$ cat src/rtl/key_switch_device_if.sv
// Processor data-memory bus as seen by the key/switch peripheral.
// The master side is the processor load/store path; the slave side is the peripheral.
interface key_switch_device_if #(
    parameter int DBITS = 32
);
    logic [DBITS-1:0] addr_in;
    logic             rd_en;
    logic             wr_en;
    logic [DBITS-1:0] data_in;
    logic [DBITS-1:0] data_out;
    logic             intr;

    modport master (
        output addr_in,
        output rd_en,
        output wr_en,
        output data_in,
        input  data_out,
        input  intr
    );

    modport slave (
        input  addr_in,
        input  rd_en,
        input  wr_en,
        input  data_in,
        output data_out,
        output intr
    );
endinterface

$ cat src/rtl/key_switch_device.sv
// Key/switch input peripheral.
// Synchronises and debounces the board KEY and SW pins, exposes data and
// control/status registers on the data-memory bus and raises a level interrupt
// when a debounced change is pending and enabled.
module key_switch_device #(
    parameter int               DBITS           = 32,
    parameter int               DEBOUNCE_CYCLES = 500000,
    parameter logic [DBITS-1:0] KDATA_ADDR      = DBITS'(32'hF0000010),
    parameter logic [DBITS-1:0] KCTRL_ADDR      = DBITS'(32'hF0000110),
    parameter logic [DBITS-1:0] SDATA_ADDR      = DBITS'(32'hF0000014),
    parameter logic [DBITS-1:0] SCTRL_ADDR      = DBITS'(32'hF0000114)
) (
    input  logic                 clk,
    input  logic                 reset,
    input  logic [3:0]           key_in,
    input  logic [9:0]           sw_in,
    key_switch_device_if.slave   bus
);

    localparam int              CNT_W   = (DEBOUNCE_CYCLES > 2) ? $clog2(DEBOUNCE_CYCLES) : 1;
    localparam logic [CNT_W-1:0] CNT_MAX = CNT_W'(DEBOUNCE_CYCLES - 1);

    // Key group: synchroniser stages hold the pressed=1 polarity, so the
    // all-zero reset value means "no key pressed" rather than "all pressed".
    logic [3:0]       key_s1;
    logic [3:0]       key_s2;
    logic [3:0]       key_stable;
    logic [CNT_W-1:0] key_cnt;
    logic             key_event;
    logic             key_rdy;
    logic             key_ovr;
    logic             key_ie;
    logic             key_data_rd;
    logic             key_ctrl_wr;

    // Switch group
    logic [9:0]       sw_s1;
    logic [9:0]       sw_s2;
    logic [9:0]       sw_stable;
    logic [CNT_W-1:0] sw_cnt;
    logic             sw_event;
    logic             sw_rdy;
    logic             sw_ovr;
    logic             sw_ie;
    logic             sw_data_rd;
    logic             sw_ctrl_wr;

    // Bus decode; a data read only has a side effect when rd_en is high.
    assign key_data_rd = bus.rd_en && (bus.addr_in == KDATA_ADDR);
    assign key_ctrl_wr = bus.wr_en && (bus.addr_in == KCTRL_ADDR);
    assign sw_data_rd  = bus.rd_en && (bus.addr_in == SDATA_ADDR);
    assign sw_ctrl_wr  = bus.wr_en && (bus.addr_in == SCTRL_ADDR);

    // A change event fires once the synced vector has held still long enough
    // and differs from the accepted value.
    assign key_event = (key_cnt == CNT_MAX) && (key_s2 != key_stable);
    assign sw_event  = (sw_cnt  == CNT_MAX) && (sw_s2  != sw_stable);

    // Two-flop synchronisers for both pin groups (keys inverted on entry).
    always_ff @(posedge clk) begin
        if (reset) begin
            key_s1 <= '0;
            key_s2 <= '0;
            sw_s1  <= '0;
            sw_s2  <= '0;
        end else begin
            key_s1 <= ~key_in;
            key_s2 <= key_s1;
            sw_s1  <= sw_in;
            sw_s2  <= sw_s1;
        end
    end

    // Key stability counter: restarts when the synced value is about to move,
    // otherwise counts up and parks at its terminal value.
    always_ff @(posedge clk) begin
        if (reset) begin
            key_cnt <= '0;
        end else if (key_s1 != key_s2) begin
            key_cnt <= '0;
        end else if (key_cnt != CNT_MAX) begin
            key_cnt <= key_cnt + CNT_W'(1);
        end
    end

    // Switch stability counter, same rule as the keys.
    always_ff @(posedge clk) begin
        if (reset) begin
            sw_cnt <= '0;
        end else if (sw_s1 != sw_s2) begin
            sw_cnt <= '0;
        end else if (sw_cnt != CNT_MAX) begin
            sw_cnt <= sw_cnt + CNT_W'(1);
        end
    end

    // Accept the synced vectors as the new debounced values on a change event.
    always_ff @(posedge clk) begin
        if (reset) begin
            key_stable <= '0;
            sw_stable  <= '0;
        end else begin
            if (key_event) begin
                key_stable <= key_s2;
            end
            if (sw_event) begin
                sw_stable <= sw_s2;
            end
        end
    end

    // Key status: a new event beats a simultaneous data read, and overrun is
    // only flagged when an unread event is overwritten by a newer one.
    always_ff @(posedge clk) begin
        if (reset) begin
            key_rdy <= 1'b0;
            key_ovr <= 1'b0;
            key_ie  <= 1'b0;
        end else begin
            if (key_event) begin
                key_rdy <= 1'b1;
            end else if (key_data_rd) begin
                key_rdy <= 1'b0;
            end

            if (key_event && key_rdy && !key_data_rd) begin
                key_ovr <= 1'b1;
            end else if (key_ctrl_wr && !bus.data_in[2]) begin
                key_ovr <= 1'b0;
            end

            if (key_ctrl_wr) begin
                key_ie <= bus.data_in[8];
            end
        end
    end

    // Switch status, same rules as the keys.
    always_ff @(posedge clk) begin
        if (reset) begin
            sw_rdy <= 1'b0;
            sw_ovr <= 1'b0;
            sw_ie  <= 1'b0;
        end else begin
            if (sw_event) begin
                sw_rdy <= 1'b1;
            end else if (sw_data_rd) begin
                sw_rdy <= 1'b0;
            end

            if (sw_event && sw_rdy && !sw_data_rd) begin
                sw_ovr <= 1'b1;
            end else if (sw_ctrl_wr && !bus.data_in[2]) begin
                sw_ovr <= 1'b0;
            end

            if (sw_ctrl_wr) begin
                sw_ie <= bus.data_in[8];
            end
        end
    end

    // Load data mux: shows the pre-edge register contents, zero when idle or unmapped.
    always_comb begin
        bus.data_out = '0;
        if (bus.rd_en) begin
            if (bus.addr_in == KDATA_ADDR) begin
                bus.data_out[3:0] = key_stable;
            end else if (bus.addr_in == KCTRL_ADDR) begin
                bus.data_out[0] = key_rdy;
                bus.data_out[2] = key_ovr;
                bus.data_out[8] = key_ie;
            end else if (bus.addr_in == SDATA_ADDR) begin
                bus.data_out[9:0] = sw_stable;
            end else if (bus.addr_in == SCTRL_ADDR) begin
                bus.data_out[0] = sw_rdy;
                bus.data_out[2] = sw_ovr;
                bus.data_out[8] = sw_ie;
            end
        end
    end

    // Level interrupt whenever an enabled group has an unread change.
    assign bus.intr = (key_rdy & key_ie) | (sw_rdy & sw_ie);

endmodule

$ cat src/flat_wrapper.sv
// flat-port wrapper written by rule: the top's interface ports become plain ports
module key_switch_device_flat 
#(
    parameter int               DBITS           = 32,
    parameter int               DEBOUNCE_CYCLES = 500000,
    parameter logic [DBITS-1:0] KDATA_ADDR      = DBITS'(32'hF0000010),
    parameter logic [DBITS-1:0] KCTRL_ADDR      = DBITS'(32'hF0000110),
    parameter logic [DBITS-1:0] SDATA_ADDR      = DBITS'(32'hF0000014),
    parameter logic [DBITS-1:0] SCTRL_ADDR      = DBITS'(32'hF0000114)
)
  (clk, reset, key_in, sw_in, bus_addr_in, bus_rd_en, bus_wr_en, bus_data_in, bus_data_out, bus_intr);
  key_switch_device_if #(.DBITS(DBITS)) bus_i ();
  input  logic clk;
  input  logic reset;
  input  logic [3:0] key_in;
  input  logic [9:0] sw_in;
  input wire logic [$bits(bus_i.addr_in)-1:0] bus_addr_in;
  input wire logic [$bits(bus_i.rd_en)-1:0] bus_rd_en;
  input wire logic [$bits(bus_i.wr_en)-1:0] bus_wr_en;
  input wire logic [$bits(bus_i.data_in)-1:0] bus_data_in;
  output wire logic [$bits(bus_i.data_out)-1:0] bus_data_out;
  output wire logic [$bits(bus_i.intr)-1:0] bus_intr;
  assign bus_i.addr_in = bus_addr_in;
  assign bus_i.rd_en = bus_rd_en;
  assign bus_i.wr_en = bus_wr_en;
  assign bus_i.data_in = bus_data_in;
  assign bus_data_out = bus_i.data_out;
  assign bus_intr = bus_i.intr;
  key_switch_device #(.DBITS(DBITS), .DEBOUNCE_CYCLES(DEBOUNCE_CYCLES), .KDATA_ADDR(KDATA_ADDR), .KCTRL_ADDR(KCTRL_ADDR), .SDATA_ADDR(SDATA_ADDR), .SCTRL_ADDR(SCTRL_ADDR)) u_core (.clk(clk), .reset(reset), .key_in(key_in), .sw_in(sw_in), .bus(bus_i));
endmodule
$ cat config.mk
export PLATFORM = sky130hd
export DESIGN_NAME = key_switch_device_flat
export DESIGN_NICKNAME = d
export VERILOG_FILES = /design/src/rtl/key_switch_device_if.sv /design/src/rtl/key_switch_device.sv /design/src/flat_wrapper.sv
export SDC_FILE = /design/constraint.sdc
export NUM_CORES = 1
export LEC_CHECK = 0
export BUFFER_PORTS_ARGS = -buffer_cell sky130_fd_sc_hd__buf_2
export CAP_MARGIN = 30
export CELL_PAD_IN_SITES_DETAIL_PLACEMENT = 0
export CELL_PAD_IN_SITES_GLOBAL_PLACEMENT = 1
export CORE_MARGIN = 4
export CORE_UTILIZATION = 41
export CTS_CLUSTER_SIZE = 30
export DETAILED_ROUTE_END_ITERATION = 12
export PLACE_DENSITY = 0.83
export SLEW_MARGIN = 20
export SYNTH_ARGS = -nofsm -noshare
export SYNTH_HDL_FRONTEND = slang
export SYNTH_SLANG_ARGS = --single-unit
$ cat constraint.sdc
create_clock -name clk -period 6.05 [get_ports clk]
set_clock_uncertainty 0.1 [all_clocks]
set_input_delay 1.5125 -clock clk [delete_from_list [all_inputs] [get_ports clk]]
set_output_delay 1.5125 -clock clk [all_outputs]
set_load 0.01 [all_outputs]
==> out/metrics.yaml, run 1 <==
clock_tree:
  h-tree-depth: 3
  root_buffer: "clkbuf_8"
  numCtsBuffers: 9
  cts.clk_slew.worst_paths_ns: 0.09
  cts_resized: 0
  clkLatencyLatePin_ns: 0.35
  cts_hold_buf: 0
  cts_setup_buffers: 0
  clockBufferDepth: 2
  cts_sinks: 86
  cts_tree: "yes"
logic_synthesis:
  muxShareOfSynthArea_pct: 2.86
  ys_types: 52
  synth-async-reset-ratio_pct: 0
  synth-edff-count: 0
  synth-main-ff-cell: "dfxtp_1"
  syn_inst: 451
  synth_top_family_by_area: "simple AND/OR/NAND/NOR gates"
  synthXorXnorAreaFrac_pct: 11.3
  ys_seq_elements: 86
  ys_warn_count: 0
  yosys.area_share.simple_pct: 27.2
  synth-adder-area-share_pct: 0.622
  syn_avg_cell_area_um2: 8.92
  syn_area_um2: 4020
  synth_seq_area_share_pct: 42.8
  synth_compound_area_share_pct: 8.15
layout:
  antenna_cells: 0
  final_common_cell: "dfxtp_1"
  final_cell_mix: "dfxtp_1, buf_2, nor2_1"
  final_layout_size_suffix_gt1_share_pct: 17.6
  fin_nets: 591
  finalInstanceArea_um2: 4510
  fillers: 938
  area_delta_synth_final_pct: 12.1
timing:
  timing.setup.tns_ns: 0
  rsz0062_at_grt: "no"
  slew_headroom_pct: 41.7
  fmax_mhz: 208
  period_needed_ns: 4.81
  final_max_slew_viol_count: 0
  post-route-period-util_pct: 79.4
  hold_viol_final: 0
  setup_viol: 0
  worst_slew_pin_slew_ns: 0.875
floorplan:
  coreArea_um2: 9370
  die_y_um: 107
  ios: 115
  dieArea_um2: 11500
  die-width_um: 107
  rows: 35
  initial_utilization_pct: 42.9
route:
  vias: 3166
  wl_met3_um: 450
  viasPerCell: 4.94
  dr.pass1.iters: 4
  drt_wl_total_mm: 7.99
  wl_met2_mm: 3.87
  wl_per_cell_um: 12.5
  wl_met1_mm: 3.55
  drt_iter0_markers: 92
  highest_layer: "met4"
  ant_nets: 0
  drcViolationCount: 0
placement:
  postPlaceCellArea_um2: 4320
  globalplace.congestion: 0.802
  io_buffers: 62
  dp_hpwl_mm: 5.80
critical_path:
  r2r_setup_slack_ns: 3.63
  worst-path-buf-inv: 2
  slowest_delay_ns: 0.59
  crit_fanout: 6
  r2r-start: "u_core.sw_cnt[9]"
  r2r_end: "u_core.sw_cnt[4]"
  required_ns: 4.44
  crit_type: "input port to primary output"
  worstPathArrival_ns: 3.19
  cp-end-kind: "primary output"
  crit_chain: "buf_2, nor4_1, nand4_1, nor3_1, and2_1, buf_2"
  reg2regPathDepth: 5
  critPathTopFamily: "simple AND/OR/NAND/NOR gates"
  path_common_cell: "buf_2"
  critPathLaunchType: "input port"
  slowest_stage: "nor3_1"
min_path:
  min_from: "u_core.sw_s1[1]"
  hold_end: "u_core.sw_s2[1]"
  worst_hold_path_type: "register to register"
  hold_path_depth: 1
flow_run:
  maxCapViolations: 0
outcome:
  outcome: "completed"
grt:
  track_usage_pct: 14.3
  overflow: 0
  grt_max_degree: 52
  grt_pass1_wl_mm: 13.5
  antenna_found_initial: 0
  grt_pass1_vias: 3022
power:
  ir_worst_vdd_v: 0.000128
  p_leak_nw: 1.71
  pwr_density_cell_nw_per_um2: 226
per-stage QoR:
stage               total power [mW]  hold slack (ns)  setup WS [ns]  util [%]  instances
finish                          1.02            0.369           1.24      48.1        641
detailed placement             0.659            0.369           1.25      46.0        624
CTS                             1.03            0.377           1.24      48.0        640
floorplan                      0.645            0.341           1.86         -        472
global placement               0.658            0.365           1.26      46.0        624
global route                    1.07            0.391          0.999      48.1        641
registers in the layout, indices dropped and copies added, names as in the netlist:
register	cells
u_core.key_cnt	19
u_core.sw_cnt	19
u_core.sw_s1	10
u_core.sw_s2	10
u_core.sw_stable	10
u_core.key_s1	4
u_core.key_s2	4
u_core.key_stable	4
u_core.key_ie	1
u_core.key_ovr	1
u_core.key_rdy	1
u_core.sw_ie	1
u_core.sw_ovr	1
u_core.sw_rdy	1
how the worst max path moves through the flow:
stage	start	endpoint	slack, ns	cells past startpoint
global placement	bus_addr_in[6]	bus_data_out[4]	1.26	6
global route	bus_addr_in[6]	bus_data_out[6]	1.0	6
CTS	bus_addr_in[6]	bus_data_out[6]	1.24	6
floorplan	bus_addr_in[6]	bus_data_out[1]	1.86	5
detailed placement	bus_addr_in[6]	bus_data_out[6]	1.25	6
finish	bus_addr_in[6]	bus_data_out[6]	1.24	6
where the power goes:
group | internal, mW | leakage, nW | switching [mW]
combinational | 0.0279 | 0.930 | 0.0357
sequential | 0.575 | 0.699 | 0.00793
clock | 0.163 | 0.0853 | 0.209
total | 0.766 | 1.71 | 0.252
per-layer routing:
metal	global-route usage [%]	vias to the layer above
li1	-	1637
met1	17.4	1433
met2	24.4	87
met3	3.73	9
met4	4.66	0
met5	0	-
synth_stat cells, types with 5 or more instances:
library cell | number | share of area, %
xor2_1 | 34 | 7.4
or3_1 | 6 | 0.93
nor4_1 | 11 | 1.7
buf_4 | 22 | 4.1
a21oi_1 | 25 | 3.1
nand2_1 | 21 | 2.0
and2_1 | 7 | 1.1
nand3_1 | 27 | 3.4
nor3_1 | 13 | 1.6
nor2_1 | 46 | 4.3
and4_1 | 6 | 1.3
o21ai_0 | 19 | 2.4
nand4_1 | 10 | 1.6
nor2b_1 | 26 | 4.0
mux2i_1 | 7 | 1.7
clkbuf_1 | 11 | 1.0
inv_1 | 5 | 0.47
dfxtp_1 | 86 | 43
xnor2_1 | 18 | 3.9
cells by family after synthesis:
kind of cell,after synthesis
and+or+nand+nor,198
DFF,86
AOI/OAI and AO/OA,58
xor gates and xnor gates,52
buffers and inverters,45
muxes,9
adders and majority gates,2
other,1
area by class of cell:
cell class / count / area [µm²] / share of cell area [%]
multi-input combinational: 341 / 2100 / 46.6
clock buffer: 10 / 138 / 3.05
clock inverter: 6 / 45.0 / 0.999
inverter: 6 / 22.5 / 0.499
sequential: 86 / 1720 / 38.2
tap: 129 / 161 / 3.58
timing repair buffer: 63 / 322 / 7.13
(Power assumes the default switching activity.)
==> inputs of run 2 (changes only) <==
- CORE_UTILIZATION: 41 -> 35
- PLACE_DENSITY: 0.83 -> 0.76
- clock period: 6.05 -> 4.3 ns (I/O delays scaled with it)
==> out/metrics.yaml, run 2 (synthesized netlist as in run 1, its figures left out) <==
critical_path:
  critPathLaunchType: "input port"
  path_common_cell: "buf_2"
  worstPathArrival_ns: 2.48  # -0.71 ns
  crit_type: "input port to primary output"
  crit_chain: "buf_2, nor4_1, nand4_1, nor3_1, buf_4, and2_1, buf_2"
  cp-end-kind: "primary output"
  required_ns: 3.12  # -1.32 ns
  crit_fanout: 6  # unchanged
  slowest_stage: "nor4_1"
  slowest_delay_ns: 0.35  # -0.24 ns
clock_tree:
  clkLatencyLatePin_ns: 0.33  # -0.02 ns
  cts_tree: "yes"
  numCtsBuffers: 9  # unchanged
  cts_sinks: 86  # unchanged
  clockBufferDepth: 2  # unchanged
  cts.clk_slew.worst_paths_ns: 0.06  # -0.03 ns
  h-tree-depth: 3  # unchanged
  cts_hold_buf: 0  # unchanged
  cts_setup_buffers: 0  # unchanged
  root_buffer: "clkbuf_16"
  cts_resized: 0  # unchanged
route:
  vias: 3197  # +0.98%
  drcViolationCount: 0  # unchanged
  viasPerCell: 4.90  # -0.88%
  ant_nets: 0  # unchanged
  wl_per_cell_um: 12.6  # +1.3%
  drt_wl_total_mm: 8.25  # +3.2%
  dr.pass1.iters: 4  # unchanged
  drt_iter0_markers: 102  # +11%
flow_run:
  maxCapViolations: 0  # unchanged
timing:
  setup_viol: 0  # unchanged
  period_needed_ns: 3.66
  fmax_mhz: 274
  final_max_slew_viol_count: 0  # unchanged
  timing.setup.tns_ns: 0  # unchanged
  post-route-period-util_pct: 85.0
  slew_headroom_pct: 46.7  # +5.1 points
  rsz0062_at_grt: "no"
  worst_slew_pin_slew_ns: 0.797  # -0.0783 ns
  setup_ws_ns: 0.644  # -0.600 ns
  hold_viol_final: 0  # unchanged
layout:
  area_delta_synth_final_pct: 15.1
  finalInstanceArea_um2: 4630  # +2.7%
  fin_nets: 592  # +0.17%
  final_common_cell: "dfxtp_1"
  biggestRegsByFlops: "u_core.key_cnt: 19 flops, u_core.sw_cnt: 19 flops"
  fillers: 1103  # +18%
  final_layout_size_suffix_gt1_share_pct: 17.7  # +0.16 points
  final_cell_mix: "dfxtp_1, buf_2, nor2_1"
  antenna_cells: 0  # unchanged
floorplan:
  rows: 38  # +8.6%
  die-width_um: 115  # +7.6%
  initial_utilization_pct: 36.5  # -6.5 points
  coreArea_um2: 11000  # +18%
  dieArea_um2: 13300  # +16%
  ios: 115  # unchanged
  die_y_um: 115  # +7.6%
power:
  seqPwrFrac_pct: 50.1  # -7.2 points
  power.share.switching_pct: 23.3  # -1.5 points
  power_switching_uw: 382  # +51%
  p_leak_nw: 1.77  # +3.2%
  combPwrFrac_pct: 5.4  # -0.8 points
  pwr_density_cell_nw_per_um2: 354  # +57%
  intPower_mw: 1.26  # +64%
  report.power.total_mw: 1.64  # +61%
  share_clk_of_total_power_pct: 44.5  # +8.0 points
  ir_worst_vdd_v: 0.000184  # +43%
placement:
  pre_cts_ws_ns: 0.614  # -0.637 ns
  postPlaceCellArea_um2: 4340  # +0.67%
  globalplace.congestion: 0.803  # about the same
  io_buffers: 62  # unchanged
  dp_hpwl_mm: 6.11  # +5.2%
outcome:
  outcome: "completed"
grt:
  grt_pass1_vias: 3085  # +2.1%
  grt_max_degree: 35  # -33%
  antenna_found_initial: 0  # unchanged
  grt_pass1_wl_mm: 14.1  # +4.3%
  overflow: 0  # unchanged
  track_usage_pct: 13.0  # -1.2 points
min_path:
  worst_hold_path_type: "register to register"
[run 2: power groups by stage]
stage               sequential [mW]  clock (mW)  combinational (mW)
floorplan                     0.837           0              0.0714
global placement              0.839           0              0.0877
detailed placement            0.839           0              0.0896
CTS                           0.821       0.749              0.0899
global route                  0.823       0.788               0.101
finish                        0.821       0.730              0.0893
[run 2: worst max-delay path: cells and delay by family]
family	cells	cell delay, ns
simple gates	4	1.01
buf+inv	3	0.40
[run 2: worst paths after layout]
path / from / to / slack [ns] / cells after the start
max: bus_addr_in[6] / bus_data_out[6] / 0.64 / 7
min: u_core.sw_s1[9] / u_core.sw_s2[9] / 0.37 / 1
max reg2reg: u_core.sw_cnt[9] / u_core.sw_ovr / 1.90 / 5
min reg2reg: u_core.sw_s1[9] / u_core.sw_s2[9] / 0.37 / 1
[run 2: per-stage QoR]
stage | instances | utilization [%] | hold slack (ns)
2_1_floorplan | 472 | - | 0.341
3_3_place_gp | 637 | 39.4 | 0.364
3_5_place_dp | 637 | 39.4 | 0.368
4_1_cts | 653 | 42.0 | 0.377
5_1_grt | 653 | 42.0 | 0.391
6_report | 653 | 42.0 | 0.375
[run 2: cell type report]
type | instances | area, µm² | share of cell area [%]
clock buffer | 10 | 239 | 5.16
clock inverter | 6 | 46.3 | 1.00
inverter | 6 | 22.5 | 0.486
multi-input combinational | 341 | 2100 | 45.4
sequential | 86 | 1720 | 37.2
tap | 140 | 175 | 3.78
timing repair buffer | 64 | 325 | 7.03
[run 2: routing by layer]
layer | share of wire (%) | vias to the layer above | global-route usage [%]
met4 | 1.1 | 0 | 4.30
li1 | - | 1646 | -
met1 | 46 | 1500 | 16.9
met5 | 0 | - | 0
met2 | 50 | 43 | 21.4
met3 | 3.0 | 8 | 3.11
